## src/rtl/t2mi_pkg.sv

```systemverilog
// t2mi_pkg
// Shared definitions for the T2-MI frame scheduler:
//   - packet-type codes placed in the T2-MI packet header
//   - scheduler FSM state encoding
//   - configuration validity check used at START and at superframe wrap
// Build option: T2MI_TIMESTAMP_EN adds the timestamp-grant state.
package t2mi_pkg;

    localparam logic [7:0] PKT_BB        = 8'h00;
    localparam logic [7:0] PKT_L1_CUR    = 8'h10;
    localparam logic [7:0] PKT_TIMESTAMP = 8'h20;

    typedef enum logic [2:0] {
        ST_IDLE      = 3'd0,
`ifdef T2MI_TIMESTAMP_EN
        ST_TSP       = 3'd1,
`endif
        ST_L1        = 3'd2,
        ST_BB_WAIT   = 3'd3,
        ST_BB_GNT    = 3'd4,
        ST_FRAME_END = 3'd5
    } sched_state_t;

    // A configuration is usable only with at least one BB frame per T2 frame,
    // at least one T2 frame per superframe, and a block count within bounds.
    function automatic logic cfg_valid(
        input logic [9:0]  blocks,
        input logic [7:0]  frames,
        input logic [31:0] max_blocks
    );
        return (blocks != 10'd0) && (frames != 8'd0) &&
               ({22'd0, blocks} <= max_blocks);
    endfunction

endpackage

```

## src/rtl/t2mi_frame_counter.sv

```systemverilog
// t2mi_frame_counter
// Frame and superframe index counters for the T2-MI packet headers.
// Ports:
//   clk, rst        byte clock, synchronous active-high reset
//   advance         one-cycle strobe: the current T2 frame has ended
//   num_frames      latched T2 frames per superframe (non-zero while running)
//   frame_idx       registered T2 frame index within the superframe
//   sf_idx          registered superframe index, wraps at 2^SF_IDX_W
//   wrap            combinational strobe: this advance closes the superframe,
//                   used by the scheduler to re-latch its configuration
module t2mi_frame_counter #(
    parameter int SF_IDX_W = 4
) (
    input  logic                clk,
    input  logic                rst,
    input  logic                advance,
    input  logic [7:0]          num_frames,
    output logic [7:0]          frame_idx,
    output logic [SF_IDX_W-1:0] sf_idx,
    output logic                wrap
);

    logic [7:0]          frame_idx_r;
    logic [SF_IDX_W-1:0] sf_idx_r;

    // Superframe closes when the last frame of the latched count ends.
    always_comb begin
        if (advance && (frame_idx_r == (num_frames - 8'd1))) begin
            wrap = 1'b1;
        end else begin
            wrap = 1'b0;
        end
    end

    // Index registers: step the frame index, roll into the superframe index.
    always_ff @(posedge clk) begin
        if (rst) begin
            frame_idx_r <= 8'd0;
            sf_idx_r    <= '0;
        end else if (advance) begin
            if (wrap) begin
                frame_idx_r <= 8'd0;
                sf_idx_r    <= sf_idx_r + SF_IDX_W'(1);
            end else begin
                frame_idx_r <= frame_idx_r + 8'd1;
            end
        end
    end

    assign frame_idx = frame_idx_r;
    assign sf_idx    = sf_idx_r;

endmodule

```

## src/rtl/t2mi_frame_scheduler.sv

```systemverilog
// t2mi_frame_scheduler
// Grants the shared T2-MI packet-assembly path once per T2 frame, in order:
// timestamp (optional), L1-current, then plp_num_blocks BB frames.
// Build option: T2MI_TIMESTAMP_EN. When undefined there is no timestamp
// grant, TSP_GNT is tied low, TSP_DONE is ignored and frames start at L1.
// Ports:
//   CLK, RST                  byte clock, synchronous active-high reset
//   START                     pulse: TS sync acquired, begin scheduling
//   plp_num_blocks            BB frames per T2 frame (latched)
//   num_t2_frames             T2 frames per superframe (latched)
//   BB_READY                  BB generator holds a complete BB frame
//   BB_DONE/L1_DONE/TSP_DONE  granted generator finished its packet
//   BB_GNT/L1_GNT/TSP_GNT     grants, at most one high
//   PKT_TYPE                  type code of the granted packet
//   FRAME_IDX, SF_IDX         header frame / superframe indices
//   FRAME_PULSE               one-cycle pulse at each frame end
//   BUSY                      scheduler not idle
//   CFG_ERR                   sticky invalid-configuration flag
module t2mi_frame_scheduler
    import t2mi_pkg::*;
#(
    parameter int MAX_BLOCKS = 1023,
    parameter int SF_IDX_W   = 4
) (
    input  logic                CLK,
    input  logic                RST,
    input  logic                START,
    input  logic [9:0]          plp_num_blocks,
    input  logic [7:0]          num_t2_frames,
    input  logic                BB_READY,
    input  logic                BB_DONE,
    input  logic                L1_DONE,
    input  logic                TSP_DONE,
    output logic                BB_GNT,
    output logic                L1_GNT,
    output logic                TSP_GNT,
    output logic [7:0]          PKT_TYPE,
    output logic [7:0]          FRAME_IDX,
    output logic [SF_IDX_W-1:0] SF_IDX,
    output logic                FRAME_PULSE,
    output logic                BUSY,
    output logic                CFG_ERR
);

    sched_state_t state_r;
    logic [9:0]   blk_cnt_r;
    logic [9:0]   num_blocks_r;
    logic [7:0]   num_frames_r;
    logic         bb_gnt_r;
    logic         l1_gnt_r;
    logic [7:0]   pkt_type_r;
    logic         frame_pulse_r;
    logic         busy_r;
    logic         cfg_err_r;
    logic         last_blk_s;
    logic         advance_s;
    logic         wrap_s;
`ifdef T2MI_TIMESTAMP_EN
    logic         tsp_gnt_r;
`else
    logic         tsp_done_unused_s;
`endif

    // Frame ends on the BB_DONE of the last BB frame of the latched count.
    always_comb begin
        last_blk_s = (blk_cnt_r == (num_blocks_r - 10'd1));
        if ((state_r == ST_BB_GNT) && BB_DONE) begin
            advance_s = last_blk_s;
        end else begin
            advance_s = 1'b0;
        end
    end

    t2mi_frame_counter #(
        .SF_IDX_W   (SF_IDX_W)
    ) u_frame_counter (
        .clk        (CLK),
        .rst        (RST),
        .advance    (advance_s),
        .num_frames (num_frames_r),
        .frame_idx  (FRAME_IDX),
        .sf_idx     (SF_IDX),
        .wrap       (wrap_s)
    );

    // Scheduler FSM with registered grants, packet type and status flags.
    // Grants only ever rise on an edge where every grant is already low,
    // which guarantees the idle cycle between consecutive grants.
    always_ff @(posedge CLK) begin
        if (RST) begin
            state_r       <= ST_IDLE;
            blk_cnt_r     <= 10'd0;
            num_blocks_r  <= 10'd0;
            num_frames_r  <= 8'd0;
            bb_gnt_r      <= 1'b0;
            l1_gnt_r      <= 1'b0;
`ifdef T2MI_TIMESTAMP_EN
            tsp_gnt_r     <= 1'b0;
`endif
            pkt_type_r    <= PKT_BB;
            frame_pulse_r <= 1'b0;
            busy_r        <= 1'b0;
            cfg_err_r     <= 1'b0;
        end else begin
            frame_pulse_r <= 1'b0;
            // Superframe boundary: pick up whatever config is presented now.
            if (wrap_s) begin
                num_blocks_r <= plp_num_blocks;
                num_frames_r <= num_t2_frames;
            end
            case (state_r)
                ST_IDLE: begin
                    if (START && !cfg_err_r) begin
                        num_blocks_r <= plp_num_blocks;
                        num_frames_r <= num_t2_frames;
                        if (cfg_valid(plp_num_blocks, num_t2_frames, 32'(MAX_BLOCKS))) begin
                            busy_r <= 1'b1;
`ifdef T2MI_TIMESTAMP_EN
                            state_r    <= ST_TSP;
                            tsp_gnt_r  <= 1'b1;
                            pkt_type_r <= PKT_TIMESTAMP;
`else
                            state_r    <= ST_L1;
                            l1_gnt_r   <= 1'b1;
                            pkt_type_r <= PKT_L1_CUR;
`endif
                        end else begin
                            cfg_err_r <= 1'b1;
                        end
                    end
                end
`ifdef T2MI_TIMESTAMP_EN
                ST_TSP: begin
                    if (TSP_DONE) begin
                        tsp_gnt_r <= 1'b0;
                        state_r   <= ST_L1;
                    end
                end
`endif
                ST_L1: begin
                    // Entered with the grant low after a timestamp packet;
                    // the first cycle here is the inter-grant gap.
                    if (!l1_gnt_r) begin
                        l1_gnt_r   <= 1'b1;
                        pkt_type_r <= PKT_L1_CUR;
                    end else if (L1_DONE) begin
                        l1_gnt_r <= 1'b0;
                        state_r  <= ST_BB_WAIT;
                    end
                end
                ST_BB_WAIT: begin
                    if (BB_READY) begin
                        bb_gnt_r   <= 1'b1;
                        pkt_type_r <= PKT_BB;
                        state_r    <= ST_BB_GNT;
                    end
                end
                ST_BB_GNT: begin
                    if (BB_DONE) begin
                        bb_gnt_r <= 1'b0;
                        if (last_blk_s) begin
                            blk_cnt_r     <= 10'd0;
                            frame_pulse_r <= 1'b1;
                            state_r       <= ST_FRAME_END;
                        end else begin
                            blk_cnt_r <= blk_cnt_r + 10'd1;
                            state_r   <= ST_BB_WAIT;
                        end
                    end
                end
                ST_FRAME_END: begin
                    // Config may have been re-latched on the edge that got us here.
                    if (!cfg_valid(num_blocks_r, num_frames_r, 32'(MAX_BLOCKS))) begin
                        cfg_err_r <= 1'b1;
                        busy_r    <= 1'b0;
                        state_r   <= ST_IDLE;
                    end else begin
`ifdef T2MI_TIMESTAMP_EN
                        state_r    <= ST_TSP;
                        tsp_gnt_r  <= 1'b1;
                        pkt_type_r <= PKT_TIMESTAMP;
`else
                        state_r    <= ST_L1;
                        l1_gnt_r   <= 1'b1;
                        pkt_type_r <= PKT_L1_CUR;
`endif
                    end
                end
                default: begin
                    state_r  <= ST_IDLE;
                    bb_gnt_r <= 1'b0;
                    l1_gnt_r <= 1'b0;
                    busy_r   <= 1'b0;
                end
            endcase
        end
    end

`ifdef T2MI_TIMESTAMP_EN
    assign TSP_GNT = tsp_gnt_r;
`else
    assign TSP_GNT           = 1'b0;
    assign tsp_done_unused_s = TSP_DONE;
`endif
    assign BB_GNT      = bb_gnt_r;
    assign L1_GNT      = l1_gnt_r;
    assign PKT_TYPE    = pkt_type_r;
    assign FRAME_PULSE = frame_pulse_r;
    assign BUSY        = busy_r;
    assign CFG_ERR     = cfg_err_r;

endmodule

```

## config.mk

```make
export PLATFORM = sky130hd
export DESIGN_NAME = t2mi_frame_scheduler
export DESIGN_NICKNAME = d
export VERILOG_FILES = /design/src/rtl/t2mi_pkg.sv /design/src/rtl/t2mi_frame_counter.sv /design/src/rtl/t2mi_frame_scheduler.sv
export SDC_FILE = /design/constraint.sdc
export NUM_CORES = 1
export LEC_CHECK = 0
export BUFFER_PORTS_ARGS = -buffer_cell sky130_fd_sc_hd__buf_2
export CORE_MARGIN = 2
export CORE_UTILIZATION = 40
export CTS_CLUSTER_SIZE = 12
export DETAILED_ROUTE_END_ITERATION = 16
export SLEW_MARGIN = 20
export SYNTH_ARGS = -nofsm -noshare
export SYNTH_HDL_FRONTEND = slang
export SYNTH_HIERARCHICAL = 1
export SYNTH_SLANG_ARGS = --single-unit
```

## constraint.sdc

```tcl
create_clock -name CLK -period 4.07 [get_ports CLK]
set_input_delay 0.814 -clock CLK [delete_from_list [all_inputs] [get_ports CLK]]
set_output_delay 0.814 -clock CLK [all_outputs]
set_load 0.005 [all_outputs]
```

==> impl_metrics.csv <==
group,metric,value,unit
die,die_height,90.7,um
power,swShare,0.282,
global_route,grt_pass1_vias,2408,
die,die_x,90.7,um
die,die-area,8220,um^2
cts,max-clock-path-buffers,2,
worst_setup_path,reg2reg_slack,410,ps
yosys,synth_top_family_by_area,"simple AND/OR/NAND/NOR gates",
routing,via_per_inst,5.23,
yosys,synth-adder-area-share,0.0250,
timing,max_freq,0.273,GHz
timing,slew_viol_final,0,
power,p_int,0.719,mW
worst_setup_path,critPathMaxFanout,18,
yosys,async_flop_share,0,
yosys,synthCells,368,
min_path,hp-class,"reg -> reg",
cts,cts_setup_buffers,0,
yosys,synthSimpleGateAreaFrac,0.300,
power,p_leak,1.39,nW
final_layout,final_common_cell,"nand2_1",
yosys,yosysSeqAreaShare,0.327,
die,initial_core_util,0.414,
cts,clkTransAtPathRegs,90,ps
yosys,synth-main-ff-cell,"dfxtp_1",
routing,drt_pass1_iterations,4,
yosys,synth_compound_area_frac,0.173,
global_route,antenna_found_initial,0,
timing,hold_viol,0,
yosys,netlist_area,3000,um^2
yosys,avgSynthCellArea,8.16,um^2
global_route,gr-total-overflow,0,
power,pwr-share-comb,0.165,
timing,fin_ws,410,ps
yosys,synth_mux_area_frac,0.0104,
placed_design,gp_congestion,0.799,
worst_setup_path,critical_path_class,"reg -> reg",
final_layout,antenna_cells,0,
timing,rsz0062_at_grt,"false",
routing,vias,2616,
cts,holdBufCountCts,0,
outcome,status,"complete, no violations",
worst_setup_path,arrival,3890,ps
timing,min_period_over_period,0.899,
power,p_sw,0.282,mW
global_route,grt_pass1_wl,11200,um
placed_design,port_buffers,41,
timing,timing.slew.headroom,0.447,
timing,tns,0,ps
worst_setup_path,r2r_start,"num_blocks_r[0]$_SDFF_PP0_",
power,clockPowerShare,0.315,
placed_design,hpwl,4960,um
yosys,ys_warn_count,6,
cts,cts_sinks,49,
timing,worst_pin_slew,829,ps
yosys,synth_xor_area_frac,0.102,
min_path,whs_path_depth,2,
cts,cts-buffers-inserted,5,
worst_setup_path,rr_endpoint,"num_blocks_r[1]$_SDFF_PP0_",
final_layout,nNetsFinal,431,
timing,setup_violations,0,
worst_setup_path,cp-end-kind,"flip-flop",
power,ir_worst_vdd,0.217,mV
die,core,7250,um^2
die,ios,51,
yosys,synth_edf_count,0,
min_path,min_from,"BUSY$_SDFFE_PP0P_",
routing,drtIter0Drc,81,
routing,wl_per_cell,13.3,um
cts,insertion_delay,300,ps
cts,cts.repair.resized,0,
final_layout,synthToLayoutAreaGrowth,11.2,%
cts,tritoncts,"done",
worst_setup_path,start_kind,"flip-flop",
timing,fin_crit,3660,ps
worst_setup_path,rr_worst_depth,12,
final_layout,final_cell_mix,"nand2_1 (52), dfxtp_1 (49), buf_2 (41)",
cts,ctsHtreeMaxLevel,2,
power,seqPwrFrac,0.520,
global_route,grt_start_max_net_pins,49,
timing,clock_skew,7.88,ps
cts,cts_root_buf,"clkbuf_8",
routing,postRouteAntennaNets,0,
routing,drt-total-wl,6650,um
power,powerDensity,300,nW/um^2
placed_design,place_ws,375,ps
routing,route.detailed.drc,0,
min_path,min_to,"BUSY$_SDFFE_PP0P_",
yosys,ys_types,61,
flow_run,cap_viol_max_count,0,
yosys,ys_ff_latch,49,
final_layout,drive_gt1_frac,0.165,
worst_setup_path,worstPathRequired,4300,ps
global_route,track_usage,0.164,
die,rows,31,
## cells by family (layout without fill, tap and decap cells)
group	Yosys count	in the layout
AOI/OAI and AO/OA	72	72
xor gates and xnor gates	35	35
adders and majority gates	6	6
buffers and inverters	36	62
DFF	49	49
muxes	3	3
other	1	8
and+or+nand+nor	166	166
## routing by layer
metal,vias up,GRT usage,share of wire
met1,1202,0.222,0.50
met3,6,0.0317,0.041
li1,1357,-,-
met2,51,0.265,0.45
met5,-,0,0
met4,0,0.0474,0.010
## Yosys cell counts, drive strengths merged (3+ instances only)
cell,number,share of area
nor4,9,0.024
a311oi,3,0.0087
buf,17,0.037
or3b,4,0.012
inv,9,0.011
nor3b,5,0.012
nand2,52,0.065
o211a,4,0.013
a21oi,27,0.045
nand3,6,0.010
clkbuf,10,0.012
and3,4,0.0083
and2,3,0.0062
nor3,15,0.025
xnor2,13,0.038
nor2,22,0.027
a21boi,3,0.0075
o21ai,6,0.010
and4,3,0.0096
or2b,3,0.0079
xor2,22,0.064
dfxtp,49,0.33
or4,5,0.012
nor2b,10,0.021
a31oi,5,0.010
nand2b,4,0.0083
ha,6,0.025
a211oi,3,0.0092
o31ai,3,0.0075
nand4,12,0.025
a21o,3,0.0075
## final cells by class
| cell class | count | area, um^2 |
|---|---|---|
| multi-input combinational | 290 | 1870 |
| sequential | 49 | 981 |
| fill | 726 | 3910 |
| inverter | 9 | 33.8 |
| tap | 99 | 124 |
| clock inverter | 1 | 5.00 |
| clock buffer | 7 | 96.3 |
| timing repair buffer | 45 | 235 |
## state kept, by name, summed over array words and instances (netlist names)
| signal | count |
|---|---|
| u_frame_counter/frame_idx | 8 |
| BB_GNT | 1 |
| CFG_ERR | 1 |
| L1_GNT | 1 |
| blk_cnt_r | 10 |
| FRAME_PULSE | 1 |
| num_frames_r | 8 |
| state_r | 3 |
| PKT_TYPE | 1 |
| u_frame_counter/sf_idx | 4 |
| BUSY | 1 |
| num_blocks_r | 10 |
## power by group through the flow
stage	clock (mW)	sequential, mW	combinational [mW]
floorplan	0	0.523	0.136
global placement	0	0.531	0.164
detailed placement	0	0.532	0.166
CTS	0.326	0.520	0.167
global route	0.345	0.524	0.187
finish	0.316	0.520	0.165
## per-stage QoR
step	hold slack [ps]	utilization	std cells	instance area, um^2	power, mW
4_1_cts	474	0.461	500	3340	1.01
3_5_place_dp	458	0.447	492	3240	0.698
6_report	474	0.461	500	3340	1.00
5_1_grt	510	0.461	500	3340	1.06
2_1_floorplan	451	-	375	3030	0.659
3_3_place_gp	466	0.447	492	3240	0.696
## worst max path at each step
stage	startpoint	to	depth (start not counted)
after floorplan	num_blocks_r[0]$_SDFF_PP0_	num_blocks_r[0]$_SDFF_PP0_	16
after global placement	num_blocks_r[0]$_SDFF_PP0_	num_frames_r[1]$_SDFF_PP0_	12
after detailed placement	num_blocks_r[0]$_SDFF_PP0_	num_blocks_r[1]$_SDFF_PP0_	12
after CTS	num_blocks_r[0]$_SDFF_PP0_	num_blocks_r[1]$_SDFF_PP0_	12
after global routing	num_blocks_r[0]$_SDFF_PP0_	num_frames_r[0]$_SDFF_PP0_	12
final	num_blocks_r[0]$_SDFF_PP0_	num_blocks_r[1]$_SDFF_PP0_	12
## critical path, stage by stage, from the launching register on
cell,delay [ps]
dfxtp_1,430
inv_1,90
ha_1,300
or2b_1,240
a21boi_0,170
o22ai_1,230
nor4_1,530
nand3_1,130
a211o_1,370
a211oi_2,350
a21o_1,490
nand2_1,120
a21oi_1,150
Note: power is estimated with default switching activity, not from simulation.
